File: src/rtl/wt_cache_pkg.sv
// Shared dcache geometry and the hit-update record used by the replacement feeder.
package wt_cache_pkg;

  localparam int unsigned DCACHE_CL_IDX_WIDTH = 8;
  localparam int unsigned DCACHE_SET_ASSOC    = 4;
  localparam int unsigned DCACHE_WAY_WIDTH    = $clog2(DCACHE_SET_ASSOC);
  localparam int unsigned HIT_FIFO_DEPTH      = 4;

  typedef struct packed {
    logic                           valid;
    logic [DCACHE_CL_IDX_WIDTH-1:0] idx;
    logic [DCACHE_WAY_WIDTH-1:0]    way;
  } repl_hit_t;

endpackage

File: src/rtl/wt_dcache_repl_fifo.sv
// Hit update buffer: multi-push, single-pop circular buffer with an
// associative duplicate search and victim purge over the stored entries.
module wt_dcache_repl_fifo
  import wt_cache_pkg::*;
#(
  parameter int unsigned NumPorts = 3,
  parameter int unsigned Depth    = HIT_FIFO_DEPTH,
  localparam int unsigned PtrW    = $clog2(Depth),
  localparam int unsigned CntW    = $clog2(Depth + 1)
) (
  input  logic                                          clk_i,
  input  logic                                          rst_ni,
  input  logic                                          flush_i,
  input  logic                                          pop_i,
  input  logic [NumPorts-1:0]                           push_i,
  input  logic [NumPorts-1:0][DCACHE_CL_IDX_WIDTH-1:0]  push_idx_i,
  input  logic [NumPorts-1:0][DCACHE_WAY_WIDTH-1:0]     push_way_i,
  input  logic                                          purge_i,
  input  logic [DCACHE_CL_IDX_WIDTH-1:0]                purge_idx_i,
  input  logic [DCACHE_WAY_WIDTH-1:0]                   purge_way_i,
  output logic [NumPorts-1:0]                           match_o,
  output repl_hit_t                                     head_o,
  output logic [CntW-1:0]                               count_o
);

  repl_hit_t           mem_q [Depth];
  logic [PtrW-1:0]     wptr_q, rptr_q;
  logic [CntW-1:0]     count_q;
  logic [CntW-1:0]     n_push;
  logic [PtrW-1:0]     wr_slot [NumPorts];

  assign head_o  = mem_q[rptr_q];
  assign count_o = count_q;

  // Pack accepted pushes into consecutive slots starting at the write pointer.
  always_comb begin
    n_push = '0;
    for (int p = 0; p < NumPorts; p++) begin
      wr_slot[p] = wptr_q + PtrW'(n_push);
      if (push_i[p]) n_push = n_push + CntW'(1);
    end
  end

  // Duplicate search of each incoming hit against all live entries.
  always_comb begin
    match_o = '0;
    for (int p = 0; p < NumPorts; p++) begin
      for (int i = 0; i < Depth; i++) begin
        if (mem_q[i].valid && mem_q[i].idx == push_idx_i[p] && mem_q[i].way == push_way_i[p])
          match_o[p] = 1'b1;
      end
    end
  end

  // Buffer state: purge, pop (clears the slot so free slots never look live), then writes.
  always_ff @(posedge clk_i or negedge rst_ni) begin
    if (!rst_ni) begin
      for (int i = 0; i < Depth; i++) mem_q[i] <= '0;
      wptr_q  <= '0;
      rptr_q  <= '0;
      count_q <= '0;
    end else if (flush_i) begin
      for (int i = 0; i < Depth; i++) mem_q[i] <= '0;
      wptr_q  <= '0;
      rptr_q  <= '0;
      count_q <= '0;
    end else begin
      for (int i = 0; i < Depth; i++) begin
        if (purge_i && mem_q[i].idx == purge_idx_i && mem_q[i].way == purge_way_i)
          mem_q[i].valid <= 1'b0;
      end
      if (pop_i) begin
        mem_q[rptr_q].valid <= 1'b0;
        rptr_q              <= rptr_q + PtrW'(1);
      end
      for (int p = 0; p < NumPorts; p++) begin
        if (push_i[p]) mem_q[wr_slot[p]] <= '{valid: 1'b1, idx: push_idx_i[p], way: push_way_i[p]};
      end
      wptr_q  <= wptr_q + PtrW'(n_push);
      count_q <= count_q - CntW'(pop_i) + n_push;
    end
  end

endmodule

File: src/rtl/wt_dcache_repl_arb.sv
// Feeds the NRU replacement array: misses pass straight through with priority,
// read-port hits are deduplicated, buffered and replayed one per idle cycle.
module wt_dcache_repl_arb
  import wt_cache_pkg::*;
#(
  parameter int unsigned NumPorts     = 3,
  parameter int unsigned HitFifoDepth = HIT_FIFO_DEPTH,
  parameter int unsigned DropCntWidth = 16
) (
  input  logic                                          clk_i,
  input  logic                                          rst_ni,
  input  logic                                          flush_i,
  input  logic [NumPorts-1:0]                           hit_valid_i,
  input  logic [NumPorts-1:0][DCACHE_CL_IDX_WIDTH-1:0]  hit_idx_i,
  input  logic [NumPorts-1:0][DCACHE_WAY_WIDTH-1:0]     hit_way_i,
  input  logic                                          miss_req_i,
  input  logic [DCACHE_CL_IDX_WIDTH-1:0]                miss_idx_i,
  output logic [DCACHE_WAY_WIDTH-1:0]                   miss_way_o,
  output logic                                          nru_hit_o,
  output logic [DCACHE_CL_IDX_WIDTH-1:0]                nru_hit_idx_o,
  output logic [DCACHE_WAY_WIDTH-1:0]                   nru_hit_way_o,
  output logic                                          nru_miss_o,
  output logic [DCACHE_CL_IDX_WIDTH-1:0]                nru_miss_idx_o,
  input  logic [DCACHE_WAY_WIDTH-1:0]                   nru_way_i,
  output logic                                          fifo_full_o,
  output logic [DropCntWidth-1:0]                       drop_cnt_o
);

  localparam int unsigned CntW  = $clog2(HitFifoDepth + 1);
  localparam int unsigned DropW = $clog2(NumPorts + 1);

  logic [NumPorts-1:0] match, enq;
  repl_hit_t           head;
  logic [CntW-1:0]     count, free, n_enq;
  logic [DropW-1:0]    n_drop;
  logic                pop, dup, victim;
  logic [DropCntWidth-1:0] drop_cnt_q;
  logic [DropCntWidth:0]   drop_sum;

  assign nru_miss_o     = miss_req_i;
  assign nru_miss_idx_o = miss_idx_i;
  assign miss_way_o     = nru_way_i;

  assign pop            = !miss_req_i && (count != '0);
  assign nru_hit_o      = pop && head.valid;
  assign nru_hit_idx_o  = nru_hit_o ? head.idx : '0;
  assign nru_hit_way_o  = nru_hit_o ? head.way : '0;
  assign fifo_full_o    = (count == CntW'(HitFifoDepth));
  assign drop_cnt_o     = drop_cnt_q;

  // Port scan: discard duplicates and victim hits, enqueue into free slots, count the rest as drops.
  always_comb begin
    enq    = '0;
    n_enq  = '0;
    n_drop = '0;
    dup    = 1'b0;
    victim = 1'b0;
    free   = CntW'(HitFifoDepth) - count + CntW'(pop);
    for (int p = 0; p < NumPorts; p++) begin
      dup = match[p];
      for (int q = 0; q < p; q++) begin
        if (hit_valid_i[q] && hit_idx_i[q] == hit_idx_i[p] && hit_way_i[q] == hit_way_i[p])
          dup = 1'b1;
      end
      victim = miss_req_i && hit_idx_i[p] == miss_idx_i && hit_way_i[p] == nru_way_i;
      if (hit_valid_i[p] && !dup && !victim && !flush_i) begin
        if (n_enq < free) begin
          enq[p] = 1'b1;
          n_enq  = n_enq + CntW'(1);
        end else begin
          n_drop = n_drop + DropW'(1);
        end
      end
    end
  end

  assign drop_sum = {1'b0, drop_cnt_q} + (DropCntWidth + 1)'(n_drop);

  // Saturating dropped-hit counter; survives flush, cleared only by reset.
  always_ff @(posedge clk_i or negedge rst_ni) begin
    if (!rst_ni)                      drop_cnt_q <= '0;
    else if (drop_sum[DropCntWidth])  drop_cnt_q <= '1;
    else                              drop_cnt_q <= drop_sum[DropCntWidth-1:0];
  end

  wt_dcache_repl_fifo #(
    .NumPorts (NumPorts),
    .Depth    (HitFifoDepth)
  ) u_fifo (
    .clk_i       (clk_i),
    .rst_ni      (rst_ni),
    .flush_i     (flush_i),
    .pop_i       (pop),
    .push_i      (enq),
    .push_idx_i  (hit_idx_i),
    .push_way_i  (hit_way_i),
    .purge_i     (miss_req_i),
    .purge_idx_i (miss_idx_i),
    .purge_way_i (nru_way_i),
    .match_o     (match),
    .head_o      (head),
    .count_o     (count)
  );

endmodule
File: config.mk
export PLATFORM = sky130hd
export DESIGN_NAME = wt_dcache_repl_arb
export DESIGN_NICKNAME = d
export VERILOG_FILES = /design/src/rtl/wt_cache_pkg.sv /design/src/rtl/wt_dcache_repl_fifo.sv /design/src/rtl/wt_dcache_repl_arb.sv
export SDC_FILE = /design/constraint.sdc
export NUM_CORES = 1
export LEC_CHECK = 0
export CAP_MARGIN = 10
export CORE_MARGIN = 2
export CORE_UTILIZATION = 63
export DETAILED_ROUTE_END_ITERATION = 10
export PLACE_DENSITY = 0.87
export SLEW_MARGIN = 10
export SYNTH_ARGS = -nofsm -noshare
export SYNTH_HDL_FRONTEND = slang
export SYNTH_SLANG_ARGS = --single-unit
File: constraint.sdc
create_clock -name clk_i -period 12.6 [get_ports clk_i]
set_input_delay 1.89 -clock clk_i [delete_from_list [all_inputs] [get_ports clk_i]]
set_output_delay 1.89 -clock clk_i [all_outputs]
set_load 0.03 [all_outputs]
==> metrics <==
outcome finished clean; worst reg-to-reg path cell count 21; hold_sp drop_cnt_o[5]; sink of the worst hold path drop_cnt_o[5]; Worst-Margin Slew 1.280 ns; ys async rst share 100.0%; Syn Area/Cell 9.038 µm²; Ports 86; Worst slew margin 14.33%; drc violations 0; Crit-path slowest cell clkdlybuf4s50_1; top_reg_cell synth dfrtp_1; f_max 0.1484 GHz; first-pass GRT wire length 40640 µm; Hold WC Path Type flip-flop to flip-flop; Synth Cell Area 7954 µm²; Clk pin slew, worst setup/hold paths 0.06 ns; Setup violations, final 0; root buffer cell clkbuf_16; Place WS 5.667 ns; RR Endpoint u_fifo.count_o[2]; DR iter-0 viols 814; final wirelength 26820 µm; CTS H-tree lvls 3; CTS-repair resized insts 0; reg2reg start u_fifo.count_o[2]; Post-CTS Setup Bufs 0; DR vias/cell 6.773; routed wire length per instance 25.96 µm; Final Critical Period 6.739 ns; PortBufs 85; clock share of power 16.5%; Area contributors post-synth xnor2_1 (22%), dfrtp_1 (21%), mux2i_1 (5.7%); post-route ant nets 0; drt pass-1 iters 5; vias in the first global route 6877; Overflow after GRT 0; Die Ht 116.4 µm; Unique masters post-synth 56; Hold Crit Depth 2; n_diodes 0; Fin Setup TNS 0 ns; Num CTS Buffers 9; Crit Path Category input pin to flip-flop; CP cell instances clkdlybuf4s50_1 -> clkinv_1 -> buf_4 -> o311ai_1 -> nor3_1 -> nor3b_4 -> buf_4 -> mux2i_1 -> a31o_1 -> mux2i_1 -> ha_1 -> fa_1 -> xor2_1 -> xnor2_1 -> nand3_1 -> nor3b_1; flops & latches, synth 67; Final Hold Viols 0; total placed instance area 8278 µm²; Final period util 53.49%; Overall Power 1.581 mW; PD cells 184.3 nW/µm²; Logic pwr share 52.7%; core area 12470 µm²; CTS sink count 67; Slew Viols, Final 0; CTS tree yes; vias 6996; Die ar. 13540 µm²; worst-case clock buffer depth 2; register area share after synthesis 21.08%; CP peak stage delay 0.71 ns; Syn-to-layout area delta 7.865%; Inst Count DP 1017; fin cells 1033; Yosys Warn Count 0; Nets 922; worst vdd rail ir drop 0.1266 mV; CP Data Arrival Time 6.95 ns; hold_buf cts 0; Mapped Cells 880; Yosys top cell area share 21.58%; Fillers 1001; Int Power 0.8410 mW; Fin Hold WS 0.5421 ns; gp weighted congestion 1.053; Initial Util 63.81%; Reg power frac 30.8%; Worst Path Required 12.81 ns; P_leak 3.469 nW; max_cap viols 0; clock latency on the worst-skew pair 0.35 ns; EDFF count, synth 0; setup ws final 5.861 ns; clock skew 0.01332 ns; Synth area leader xnor2_1; Core Util, Final 68.82%; layout cell share with drive strength beyond 1 9.408%; net switching power 0.7400 mW; Critical Path Start Type input pin; die width 116.4 µm; Mapped Nets 946; pin count of the biggest net entering global routing 68; initial antenna violation count 0; CP Capture Type flip-flop; RSZ-0062 raised after global routing false; Final Cell Area 8579 µm²; Cell Rows 41; DP Wirelength 18740 µm; switching part of the total 46.81%; Worst Path Max Fanout 38; GRT Util Overall 40.90%; FF-to-FF setup slack 7.76 ns
area by class of cell:
cell class / count / area [µm²] / area share [%]
Clock buffer: 10 / 229.0 / 2.669
Clock inverter: 6 / 72.57 / 0.8459
Multi-Input combinational cell: 661 / 5398 / 62.91
Sequential cell: 67 / 1677 / 19.54
Timing Repair Buffer: 91 / 890.9 / 10.38
Tap cell: 172 / 215.2 / 2.508
Inverter: 26 / 97.59 / 1.138
power by group through the flow:
stage                     combinational (mW)  clock [mW]  sequential (mW)
after CTS                              0.816       0.263            0.468
after global routing                   0.896       0.272            0.487
after floorplan                        0.752           0            0.328
final                                  0.834       0.261            0.486
after global placement                 0.788           0            0.471
after detailed placement               0.806           0            0.472
critical path, delay by kind of cell:
family / cells / cell delay, ns
buf+inv: 4 / 1.83
compound gates: 2 / 0.77
mux: 2 / 0.56
fa+ha+maj: 2 / 0.73
xor+xnor: 2 / 0.38
simple gates: 4 / 0.76
synth_stat cells (10+ instances only):
library cell,n
and3_1,15
buf_2,54
buf_4,37
buf_6,13
clkbuf_1,20
dfrtp_1,67
ha_1,17
inv_1,25
mux2_2,32
mux2i_1,45
mux4_2,11
nand2_1,42
nand2b_1,12
nand3_1,23
nand4_1,48
nor2_1,30
nor3_1,21
o221ai_1,30
o31a_1,10
xnor2_1,196
xor2_1,44
layer usage:
metal / global-route usage, % / vias to the layer above / wire (µm)
met5: 0 / - / 0
met4: 24.37 / 0 / 1450
met3: 13.75 / 131 / 3427
met2: 58.99 / 582 / 11610
met1: 53.26 / 3314 / 10330
li1: - / 2969 / -
flip-flops by register name, indices dropped and copies added, names as in the netlist:
register and cells:
u_fifo.mem_q 44, drop_cnt_o 16, u_fifo.count_o 3, u_fifo.rptr_q 2
u_fifo.wptr_q 2
placed cells by master, fill, tap and decap left out, types with 2 or more instances in the layout:
master and n:
o21ai_0 4, o311ai_1 2, nand3_1 23, nand3b_1 2
clkdlybuf4s50_1 84, nor2_1 30, a21oi_1 9, nand4_1 48
nand2_1 42, o22ai_1 3, and3_1 15, o221ai_1 30
mux2_4 9, o21ai_1 9, clkbuf_16 9, xnor2_1 196
mux2i_1 45, ha_1 17, a41oi_1 2, inv_6 2
o31a_1 10, buf_4 6, mux4_2 11, nand2b_1 12
clkinv_4 2, nor2b_1 5, inv_1 25, xor2_1 44
o211ai_1 5, mux2_2 32, dfrtp_1 67, fa_1 2
nor4_1 9, nor3_1 21, and2_1 4, a2bb2oi_1 2
worst max path at each step:
| stage | to | startpoint | slack, ns |
|---|---|---|---|
| 2_1_floorplan | drop_cnt_o[13] | miss_req_i | 6.46 |
| 3_3_place_gp | drop_cnt_o[10] | flush_i | 5.81 |
| 3_5_place_dp | u_fifo.count_o[2] | flush_i | 5.67 |
| 4_1_cts | u_fifo.count_o[2] | flush_i | 6.02 |
| 5_1_grt | drop_cnt_o[10] | miss_req_i | 5.52 |
| 6_report | u_fifo.count_o[2] | flush_i | 5.86 |
cell families (layout without fill, tap and decap cells):
family | count (synthesis) | in the layout | share of synthesized area, %
AO/OA/AOI/OAI | 83 | 83 | 7.850
XOR/XNOR | 240 | 240 | 26.43
adder cells (fa/ha/maj) | 19 | 19 | 3.178
buffers and inverters | 152 | 133 | 11.14
flip-flops | 67 | 67 | 21.08
multiplexers | 97 | 97 | 15.01
AND/OR/NAND/NOR | 222 | 222 | 15.32
Power figures use the tool's default switching activity.
